## src/rtl/ram_bist.sv

```systemverilog
// ram_bist: built-in self test engine for a word-addressed RAM.
// Each pass writes a generated pattern to every address, then reads every
// address back and compares the returned words against an independently
// regenerated copy of the same pattern.
//
// Ports
//   clk, rst                 single clock, synchronous active-high reset
//   start, mode, passes      run control, sampled when a run is started
//   addr, rw, data_in,       memory request channel; combinational from
//   in_valid, busy           registered state and busy
//   data_out, out_valid      in-order read responses
//   running, done, phase     run state
//   fail, err_count,         mismatch status for the current run
//   lane_err, first_err_addr
//   pass_count               completed passes (wraps at 255)
module ram_bist #(
  parameter int          ADDR_WIDTH = 23,
  parameter int          DATA_WIDTH = 32,
  parameter int          ERR_WIDTH  = 16,
  parameter logic [31:0] SEED       = 32'h1
) (
  input  logic                    clk,
  input  logic                    rst,
  input  logic                    start,
  input  logic [1:0]              mode,
  input  logic [7:0]              passes,
  output logic [ADDR_WIDTH-1:0]   addr,
  output logic                    rw,
  output logic [DATA_WIDTH-1:0]   data_in,
  output logic                    in_valid,
  input  logic                    busy,
  input  logic [DATA_WIDTH-1:0]   data_out,
  input  logic                    out_valid,
  output logic                    running,
  output logic                    done,
  output logic                    fail,
  output logic [ERR_WIDTH-1:0]    err_count,
  output logic [DATA_WIDTH/8-1:0] lane_err,
  output logic [ADDR_WIDTH-1:0]   first_err_addr,
  output logic [7:0]              pass_count,
  output logic                    phase
);

  localparam int LANES = DATA_WIDTH / 32;
  localparam int BYTES = DATA_WIDTH / 8;
  localparam int AXW   = ADDR_WIDTH + 32;
  localparam logic [ADDR_WIDTH-1:0] ADDR_LAST = '1;

  typedef enum logic [2:0] {S_IDLE, S_WRITE, S_READ, S_DRAIN, S_DONE} state_t;

  state_t                state, state_nxt;
  logic [ADDR_WIDTH-1:0] issue_addr, cmp_addr;
  logic [31:0]           seed, wr_gen, cmp_gen;
  logic [1:0]            mode_q;
  logic [7:0]            passes_q;

  logic                  issue_fire, cmp_fire, wr_last, rd_last, pass_end, stop, start_ok;
  logic [7:0]            pass_next;
  logic [31:0]           seed_next;
  logic [DATA_WIDTH-1:0] cmp_exp, diff;
  logic [BYTES-1:0]      lane_diff;

  function automatic logic [31:0] xorshift32(input logic [31:0] x);
    logic [31:0] y;
    y = x ^ (x << 13);
    y = y ^ (y >> 17);
    y = y ^ (y << 5);
    return y;
  endfunction

  // An all-zero state would lock xorshift at zero forever.
  function automatic logic [31:0] nonzero(input logic [31:0] s);
    return (s == 32'd0) ? 32'd1 : s;
  endfunction

  function automatic logic [ERR_WIDTH-1:0] sat_inc(input logic [ERR_WIDTH-1:0] c);
    return (c == '1) ? c : c + 1'b1;
  endfunction

  // The PRBS word is the generator state itself; the generator advances
  // after each word, so word n of a pass is xorshift applied n times to
  // the (nonzero) pass seed.
  function automatic logic [DATA_WIDTH-1:0] pattern(input logic [1:0]            m,
                                                    input logic [ADDR_WIDTH-1:0] a,
                                                    input logic [31:0]           g,
                                                    input logic                  pc0);
    logic [DATA_WIDTH-1:0] w;
    logic [AXW-1:0]        bit_pos;
    w       = '0;
    bit_pos = AXW'(a) % AXW'(DATA_WIDTH);
    case (m)
      2'd0: for (int k = 0; k < LANES; k++) w[32*k +: 32] = g ^ 32'(k);
      2'd1: for (int k = 0; k < LANES; k++) w[32*k +: 32] = 32'(a);
      2'd2: w = DATA_WIDTH'(1) << bit_pos;
      default: w = {BYTES{((a[0] ^ pc0) ? 8'h55 : 8'hAA)}};
    endcase
    return w;
  endfunction

  // Request channel: combinational so a busy cycle simply withholds the strobe.
  assign in_valid = ((state == S_WRITE) || (state == S_READ)) && !busy;
  assign rw       = (state == S_WRITE);
  assign addr     = issue_addr;
  assign data_in  = pattern(mode_q, issue_addr, wr_gen, pass_count[0]);

  assign issue_fire = in_valid;
  assign cmp_fire   = out_valid && ((state == S_READ) || (state == S_DRAIN));
  assign wr_last    = issue_fire && (state == S_WRITE) && (issue_addr == ADDR_LAST);
  assign rd_last    = issue_fire && (state == S_READ) && (issue_addr == ADDR_LAST);
  // With a zero-latency memory the final compare can land in READ, in the
  // same cycle as the final read issue, so the pass may close from READ too.
  assign pass_end   = cmp_fire && (cmp_addr == ADDR_LAST);
  assign pass_next  = pass_count + 8'd1;
  assign seed_next  = seed + 32'd1;
  assign stop       = (passes_q != 8'd0) && (pass_next == passes_q);
  assign start_ok   = start && ((state == S_IDLE) || (state == S_DONE));
  assign cmp_exp    = pattern(mode_q, cmp_addr, cmp_gen, pass_count[0]);
  assign diff       = data_out ^ cmp_exp;

  always_comb begin
    lane_diff = '0;
    for (int i = 0; i < BYTES; i++) lane_diff[i] = |diff[8*i +: 8];
  end

  always_comb begin
    state_nxt = state;
    case (state)
      S_IDLE, S_DONE: if (start) state_nxt = S_WRITE;
      S_WRITE:        if (wr_last) state_nxt = S_READ;
      S_READ, S_DRAIN: begin
        if (pass_end)     state_nxt = stop ? S_DONE : S_WRITE;
        else if (rd_last) state_nxt = S_DRAIN;
      end
      default:        state_nxt = S_IDLE;
    endcase
  end

  always_ff @(posedge clk) begin
    if (rst) begin
      state          <= S_IDLE;
      issue_addr     <= '0;
      cmp_addr       <= '0;
      seed           <= SEED;
      wr_gen         <= nonzero(SEED);
      cmp_gen        <= nonzero(SEED);
      mode_q         <= 2'd0;
      passes_q       <= 8'd0;
      running        <= 1'b0;
      done           <= 1'b0;
      phase          <= 1'b0;
      fail           <= 1'b0;
      err_count      <= '0;
      lane_err       <= '0;
      first_err_addr <= '0;
      pass_count     <= 8'd0;
    end else begin
      state   <= state_nxt;
      running <= (state_nxt == S_WRITE) || (state_nxt == S_READ) || (state_nxt == S_DRAIN);
      done    <= (state_nxt == S_DONE);
      phase   <= (state_nxt == S_READ) || (state_nxt == S_DRAIN);

      // Issue side: the address wraps to zero after the last word by itself.
      if (issue_fire) begin
        issue_addr <= issue_addr + 1'b1;
        if (state == S_WRITE) wr_gen <= xorshift32(wr_gen);
      end
      if (wr_last) begin
        wr_gen   <= nonzero(seed);
        cmp_addr <= '0;
        cmp_gen  <= nonzero(seed);
      end

      // Compare side runs on its own address/generator so reads may be
      // outstanding while responses are still arriving.
      if (cmp_fire) begin
        cmp_addr <= cmp_addr + 1'b1;
        cmp_gen  <= xorshift32(cmp_gen);
        lane_err <= lane_diff;
        if (|lane_diff) begin
          fail      <= 1'b1;
          err_count <= sat_inc(err_count);
          if (err_count == '0) first_err_addr <= cmp_addr;
        end
      end

      if (pass_end) begin
        pass_count <= pass_next;
        seed       <= seed_next;
        wr_gen     <= nonzero(seed_next);
      end

      if (start_ok) begin
        mode_q         <= mode;
        passes_q       <= passes;
        issue_addr     <= '0;
        cmp_addr       <= '0;
        seed           <= SEED;
        wr_gen         <= nonzero(SEED);
        cmp_gen        <= nonzero(SEED);
        fail           <= 1'b0;
        err_count      <= '0;
        lane_err       <= '0;
        first_err_addr <= '0;
        pass_count     <= 8'd0;
      end
    end
  end

endmodule

```

## config.mk

```make
export PLATFORM = sky130hd
export DESIGN_NAME = ram_bist
export DESIGN_NICKNAME = d
export VERILOG_FILES = /design/src/rtl/ram_bist.sv
export SDC_FILE = /design/constraint.sdc
export NUM_CORES = 1
export LEC_CHECK = 0
export ABC_AREA = 1
export BUFFER_PORTS_ARGS = -buffer_cell sky130_fd_sc_hd__buf_4
export CORE_MARGIN = 4
export CORE_UTILIZATION = 50
export DETAILED_ROUTE_END_ITERATION = 10
export PLACE_DENSITY = 0.7
export RECOVER_POWER = 25
export SETUP_SLACK_MARGIN = 0.3
export SLEW_MARGIN = 10
export SYNTH_ARGS = -nofsm -noshare
export SYNTH_HDL_FRONTEND = slang
export SYNTH_SLANG_ARGS = --single-unit
```

## constraint.sdc

```tcl
create_clock -name clk -period 2.55 [get_ports clk]
set_input_delay 0.255 -clock clk [delete_from_list [all_inputs] [get_ports clk]]
set_output_delay 0.255 -clock clk [all_outputs]
set_load 0.005 [all_outputs]
```

# After elaboration in Yosys (flattened, before gate mapping)
# Index checks and enable logic that the tools add are counted.
dict set report totals {
  register_bits 210
  output_inout_bits 112
  elab_cells 104
}
dict set report op_classes {
  n_eq_ne 14
  reduce_logical 37
  bitwise_logic 10
  n_addsub 5
  mux 20
  n_shift 2
}
# op n
set op_table {}
lappend op_table {{32-bit two-way mux} 8}
lappend op_table {{32-bit case mux with 3 select lines} 2}
lappend op_table {{32-bit bitwise XOR} 5}
lappend op_table {{32-bit zero test} 2}
lappend op_table {{1-bit by 5-bit left shift with 32-bit output, first input constant} 2}
lappend op_table {{32-bit by 15-bit bitwise XOR with 32-bit output} 2}
lappend op_table {{23-bit by 1-bit adder with 23-bit output, second input constant} 2}
lappend op_table {{23-bit equality test, second input constant} 2}
lappend op_table {{23-bit two-way mux} 2}
lappend op_table {{32-bit by 1-bit adder with 32-bit output, second input constant} 1}
lappend op_table {{32-bit OR reduction} 1}
lappend op_table {{8-bit OR reduction} 4}
lappend op_table {{16-bit by 1-bit adder with 16-bit output, second input constant} 1}
lappend op_table {{16-bit equality test, second input constant} 1}
lappend op_table {{16-bit zero test} 1}
lappend op_table {{8-bit two-way mux} 2}
lappend op_table {{3-bit two-way mux} 5}
lappend op_table {{3-bit by 2-bit equality test with 1-bit output, second input constant} 4}
lappend op_table {{1-bit logical AND} 9}
lappend op_table {{3-bit case mux with 3 select lines} 1}
lappend op_table {{8-bit by 1-bit adder with 8-bit output, second input constant} 1}
lappend op_table {{8-bit equality test} 1}
lappend op_table {{8-bit nonzero test} 1}
lappend op_table {{3-bit by 1-bit equality test with 1-bit output, second input constant} 2}
lappend op_table {{14 further kinds} 26}

# Logic depth before layout (Yosys ltp)
dict set report depth {
  word_depth 11
  ltp_mapped 20
  depth_no_buf 18
}

# Worst setup path before layout
# No wires, ideal clock.
dict set report synth_path {
  path_kind {register to register}
  start {reg cmp_addr[0]}
  end {reg first_err_addr[22]}
  required_time_ns 2.440
  arrival_ns 2.092
  slack_ns 0.348
  period_less_slack_ns 2.202
  setup_time_ns 0.110
  stages_incl_launch_ff 19
  path_cell_list {dfxtp_1 -> ha_1 -> ha_1 -> inv_1 -> nor2_1 -> nand3_1 -> nand3_1 -> nand2_1 -> nand2_1 -> nand3_1 -> nor2_1 -> nand2_1 -> nor2_2 -> nand2_4 -> nand3_2 -> buf_4 -> nand2_1 -> inv_2 -> nor2_1}
}
dict set report synth_between {
  elab_chain_cells 6
}
# element line_no
set synth_rtl {}
lappend synth_rtl {{start: declaration} 52} ;# logic [ADDR_WIDTH-1:0] issue_addr, cmp_addr;
lappend synth_rtl {{start signal: assignment} 176} ;# cmp_addr <= cmp_addr + 1'b1;
lappend synth_rtl {{1-bit bitwise XOR} 95} ;# default: w = {BYTES{((a[0] ^ pc0) ? 8'h55 : 8'hAA)}};
lappend synth_rtl {{8-bit two-way mux} 95}
lappend synth_rtl {{32-bit case mux with 3 select lines *} 91} ;# case (m)
lappend synth_rtl {{32-bit bitwise XOR *} 118} ;# assign diff = data_out ^ cmp_exp;
lappend synth_rtl {{32-bit OR reduction *} 179} ;# if (|lane_diff) begin
lappend synth_rtl {{3-bit AND reduction (no line) *} --}
lappend synth_rtl {{end signal: assignment} 182} ;# if (err_count == '0) first_err_addr <= cmp_addr;
lappend synth_rtl {{end: declaration} 39} ;# output logic [ADDR_WIDTH-1:0] first_err_addr,
# Mark *: on every way between the ends. The rest lies on a longest branch, timed or not.
# A chain may end at the register's enable or synchronous reset.

# Worst setup path after layout
dict set report layout_path {
  start {reg mode_q[0]}
  end {reg first_err_addr[5]}
}
dict set report layout_between {
  elab_chain_cells 5
}
# element line_no
set layout_rtl {}
lappend layout_rtl {{start: declaration} 54} ;# logic [1:0] mode_q;
lappend layout_rtl {{start signal: assignment} 193} ;# mode_q <= mode;
lappend layout_rtl {{2-bit equality test, or another cell as far along} 91}
lappend layout_rtl {{32-bit case mux with 3 select lines *} 91}
lappend layout_rtl {{32-bit bitwise XOR *} 118}
lappend layout_rtl {{32-bit OR reduction *} 179}
lappend layout_rtl {{3-bit AND reduction (no line) *} --}
# Marked as above.

==> results.json <==
{
  "min_delay_worst_endpoint": "state[2]$_SDFF_PP0_",
  "cts_buffers": 26,
  "wirelength_um": 57500,
  "path_clk_slew_ns": 0.06,
  "crit_required_ns": 2.98,
  "grt_pass1_wl_um": 83800,
  "avgSynthCellArea_um2": 6.34,
  "grt_pass1_vias": 15324,
  "whs_ns": 0.0936,
  "power_mw": 8.32,
  "hpwl_um": 40200,
  "drtIter0Drc": 1940,
  "p_int_mw": 6.08,
  "ff2ff_setup_slack_ns": 0.12,
  "synth_area_um2": 14400,
  "top_layer_used": "met4",
  "place_congestion": 0.970,
  "grt_max_degree": 103,
  "clockPowerShare_pct": 46.6,
  "grt_use_total_pct": 33.1,
  "async_reset_ff_share_pct": 0,
  "drv_cap": 0,
  "switching_power_mw": 2.23,
  "worstSetupPathType": "flip-flop to flip-flop",
  "synth_common_cells": "nand2_1, inv_1, dfxtp_1",
  "worst_pin_slew_ns": 0.636,
  "die_width_um": 178,
  "core_um2": 28200,
  "switching_share_pct": 26.8,
  "yosysWarnings": 0,
  "clkLatencyLatePin_ns": 0.56,
  "reg2reg_from": "mode_q[0]$_SDFFE_PP0P_",
  "hold_violations": 0,
  "synthTopCellsByArea": "dfxtp_1, nand2_1, inv_1",
  "seqPwrFrac_pct": 40.5,
  "crit_arrival_ns": 2.87,
  "rr_endpoint": "first_err_addr[5]$_SDFFE_PP0P_",
  "utilization_pct": 71.0,
  "syn2layout_area_growth_pct": 38.5,
  "synth_top_area_share_pct": 29.1,
  "finalNetCount": 2628,
  "syn_nets": 2344,
  "finClkSkew_ns": 0.0274,
  "period_minus_slack_ns": 2.43,
  "die_area_um2": 31700,
  "end_kind": "flip-flop",
  "crit_path_cell_trace": "buf_12, nor2_8, clkbuf_16, nand2_2, o21ai_4, nor2_2, nand2_1, nand2_1, nand2_1, nand2_2, nor2_4, nand2_2, nor2_4, nand2_4, nand3_4, buf_6, buf_12, nand2_2, inv_1, nor2_1",
  "leakagePower_nw": 8.40,
  "fin_crit_sh_pct": 95.4,
  "die-height_um": 178,
  "cts_tree": "built",
  "critPathMaxFanout": 6,
  "synth_cells": 2280,
  "rsz0062_at_grt": "yes",
  "crit_buf_inv": 5,
  "cts.root.buffer_cell": "clkbuf_16",
  "cp-start-kind": "flip-flop",
  "pin_count": 159,
  "max_stage_delay_ns": 0.37,
  "synth_top_area_cell": "dfxtp_1",
  "ys_ff_latch": 210,
  "firstDrtPassIters": 6,
  "wl_met1_um": 23900,
  "finalSetupTns_ns": 0,
  "synth_ff_type": "dfxtp_1",
  "critical_path_cell_count": 20,
  "yosysUniqueCellTypes": 48,
  "routed-wl-met2_um": 26200,
  "cp-startpoint": "mode_q[0]$_SDFFE_PP0P_",
  "clkSinkCount": 210,
  "setup_viol": 0,
  "hold_path.class": "input port to flip-flop",
  "max-slew-margin-rel_pct": 57.4,
  "holdCritStartpoint": "start",
  "ys_seq_area_share_pct": 29.1,
  "crit_top_cell": "nand2_2",
  "htreeDepth": 1,
  "drv_slew": 0,
  "grt_overflow": 0,
  "status": "complete, no violations",
  "port_buffers": 158,
  "antenna_found_initial": 0,
  "critPathTopFamily": "simple AND/OR/NAND/NOR gates",
  "route.met3.wl_um": 5530,
  "worst_path_max_delay_cell": "dfxtp_4",
  "drive_gt1_share_pct": 28.2,
  "synth_most_common_cell": "nand2_1",
  "vias": 17017,
  "clockBufferDepth": 3,
  "synth_edf_count": 0,
  "route.detailed.drc": 0,
  "reg2reg_depth": 20,
  "initial_core_util_pct": 51.3,
  "vias_per_cell": 5.75,
  "wl_per_cell_um": 19.4,
  "fp-row-count": 61,
  "antenna_cells": 0,
  "fmax_mhz": 411,
  "power.density_nw_per_um2": 416,
  "combinationalPowerShare_pct": 13.0,
  "drtAntennaViolNets": 0,
  "whs_path_depth": 6,
  "ir_worst_vdd_mv": 0.496
}
## layout by cell type (no fill, tap or decap), types with 37 or more instances in the layout
cell type and count:
dfxtp_1 190, nand2_2 72, nand4_1 65, inv_1 242
inv_2 43, nand2_1 511, nor2_1 122, clkbuf_4 55
buf_4 205, a21oi_1 116, nand3_1 128, clkbuf_16 37
xor2_1 114, xnor2_1 50, o21ai_0 133
## worst max-delay path by stage
stage | end | slack [ns]
after CTS | data_in[2] | 0.12
after floorplan | first_err_addr[22]$_SDFFE_PP0P_ | 0.35
after global placement | fail$_SDFFE_PP0P_ | 0.05
final | first_err_addr[5]$_SDFFE_PP0P_ | 0.12
after global routing | first_err_addr[18]$_SDFFE_PP0P_ | 0.02
after detailed placement | fail$_SDFFE_PP0P_ | 0.01
## worst reg2reg max path: stages (launching register included)
cell and delay [ns]:
dfxtp_4 0.37, buf_12 0.15, nor2_8 0.17, clkbuf_16 0.19, nand2_2 0.06, o21ai_4 0.09, nor2_2 0.06, nand2_1 0.06
nand2_1 0.05, nand2_1 0.08, nand2_2 0.08, nor2_4 0.12, nand2_2 0.08, nor2_4 0.11, nand2_4 0.11, nand3_4 0.16
buf_6 0.13, buf_12 0.12, nand2_2 0.05, inv_1 0.04, nor2_1 0.03
## per-stage QoR
step | cells | instance area [um^2] | setup WS, ns
floorplan | 2280 | 14400 | 0.348
global placement | 2822 | 16600 | 0.0549
detailed placement | 2822 | 16600 | 0.0105
CTS | 2901 | 18100 | 0.117
global route | 2960 | 20000 | 0.0245
finish | 2960 | 20000 | 0.116
## cells by family after synthesis
logic type | synth area share (%)
xor+xnor | 10.0
compound gates | 14.7
flops | 29.1
fa+ha+maj | 1.47
simple gates | 33.5
buf+inv | 11.1
## metal layers
layer | track usage (%) | up-vias
li1 | - | 7990
met1 | 47.0 | 7952
met2 | 52.1 | 928
met3 | 5.15 | 147
met4 | 9.73 | 0
met5 | 0 | -
## area by class of cell
cell class,instances,area [um^2]
Multi-Input combinational cell,1668,9930
Timing Repair inverter,2,12.5
Sequential cell,210,4240
Inverter,302,1190
Clock inverter,11,161
Clock buffer,35,724
Tap cell,378,473
Timing Repair Buffer,354,3270
Fill cell,2403,8160
## power groups by stage
stage / clock network, mW / logic, mW / registers, mW
2_1_floorplan: 0 / 0.562 / 3.42
3_3_place_gp: 0 / 0.872 / 3.44
3_5_place_dp: 0 / 0.880 / 3.44
4_1_cts: 3.90 / 0.936 / 3.36
5_1_grt: 4.04 / 1.16 / 3.37
6_report: 3.88 / 1.08 / 3.36
## state kept, by name (all words and copies together), names as in the netlist
| signal | count |
|---|---|
| cmp_gen | 32 |
| lane_err | 4 |
| addr | 23 |
| phase | 1 |
| mode_q | 2 |
| cmp_addr | 23 |
| state | 3 |
| running | 1 |
| first_err_addr | 23 |
| wr_gen | 32 |
| fail | 1 |
| err_count | 16 |
| done | 1 |
| passes_q | 8 |
| seed | 32 |
| pass_count | 8 |
## what timing repair did
item                                   4_1_cts  5_1_grt
buffers inserted                            18       44
endpoints found under the hold margin       13        0
cloned                                       6       15
hold buffers                                 9        0
setup endpoints to repair                  137      175
gates resized for setup                     75      368
pin swaps                                   16       95
No activity file was read; power rests on OpenSTA's default activity.
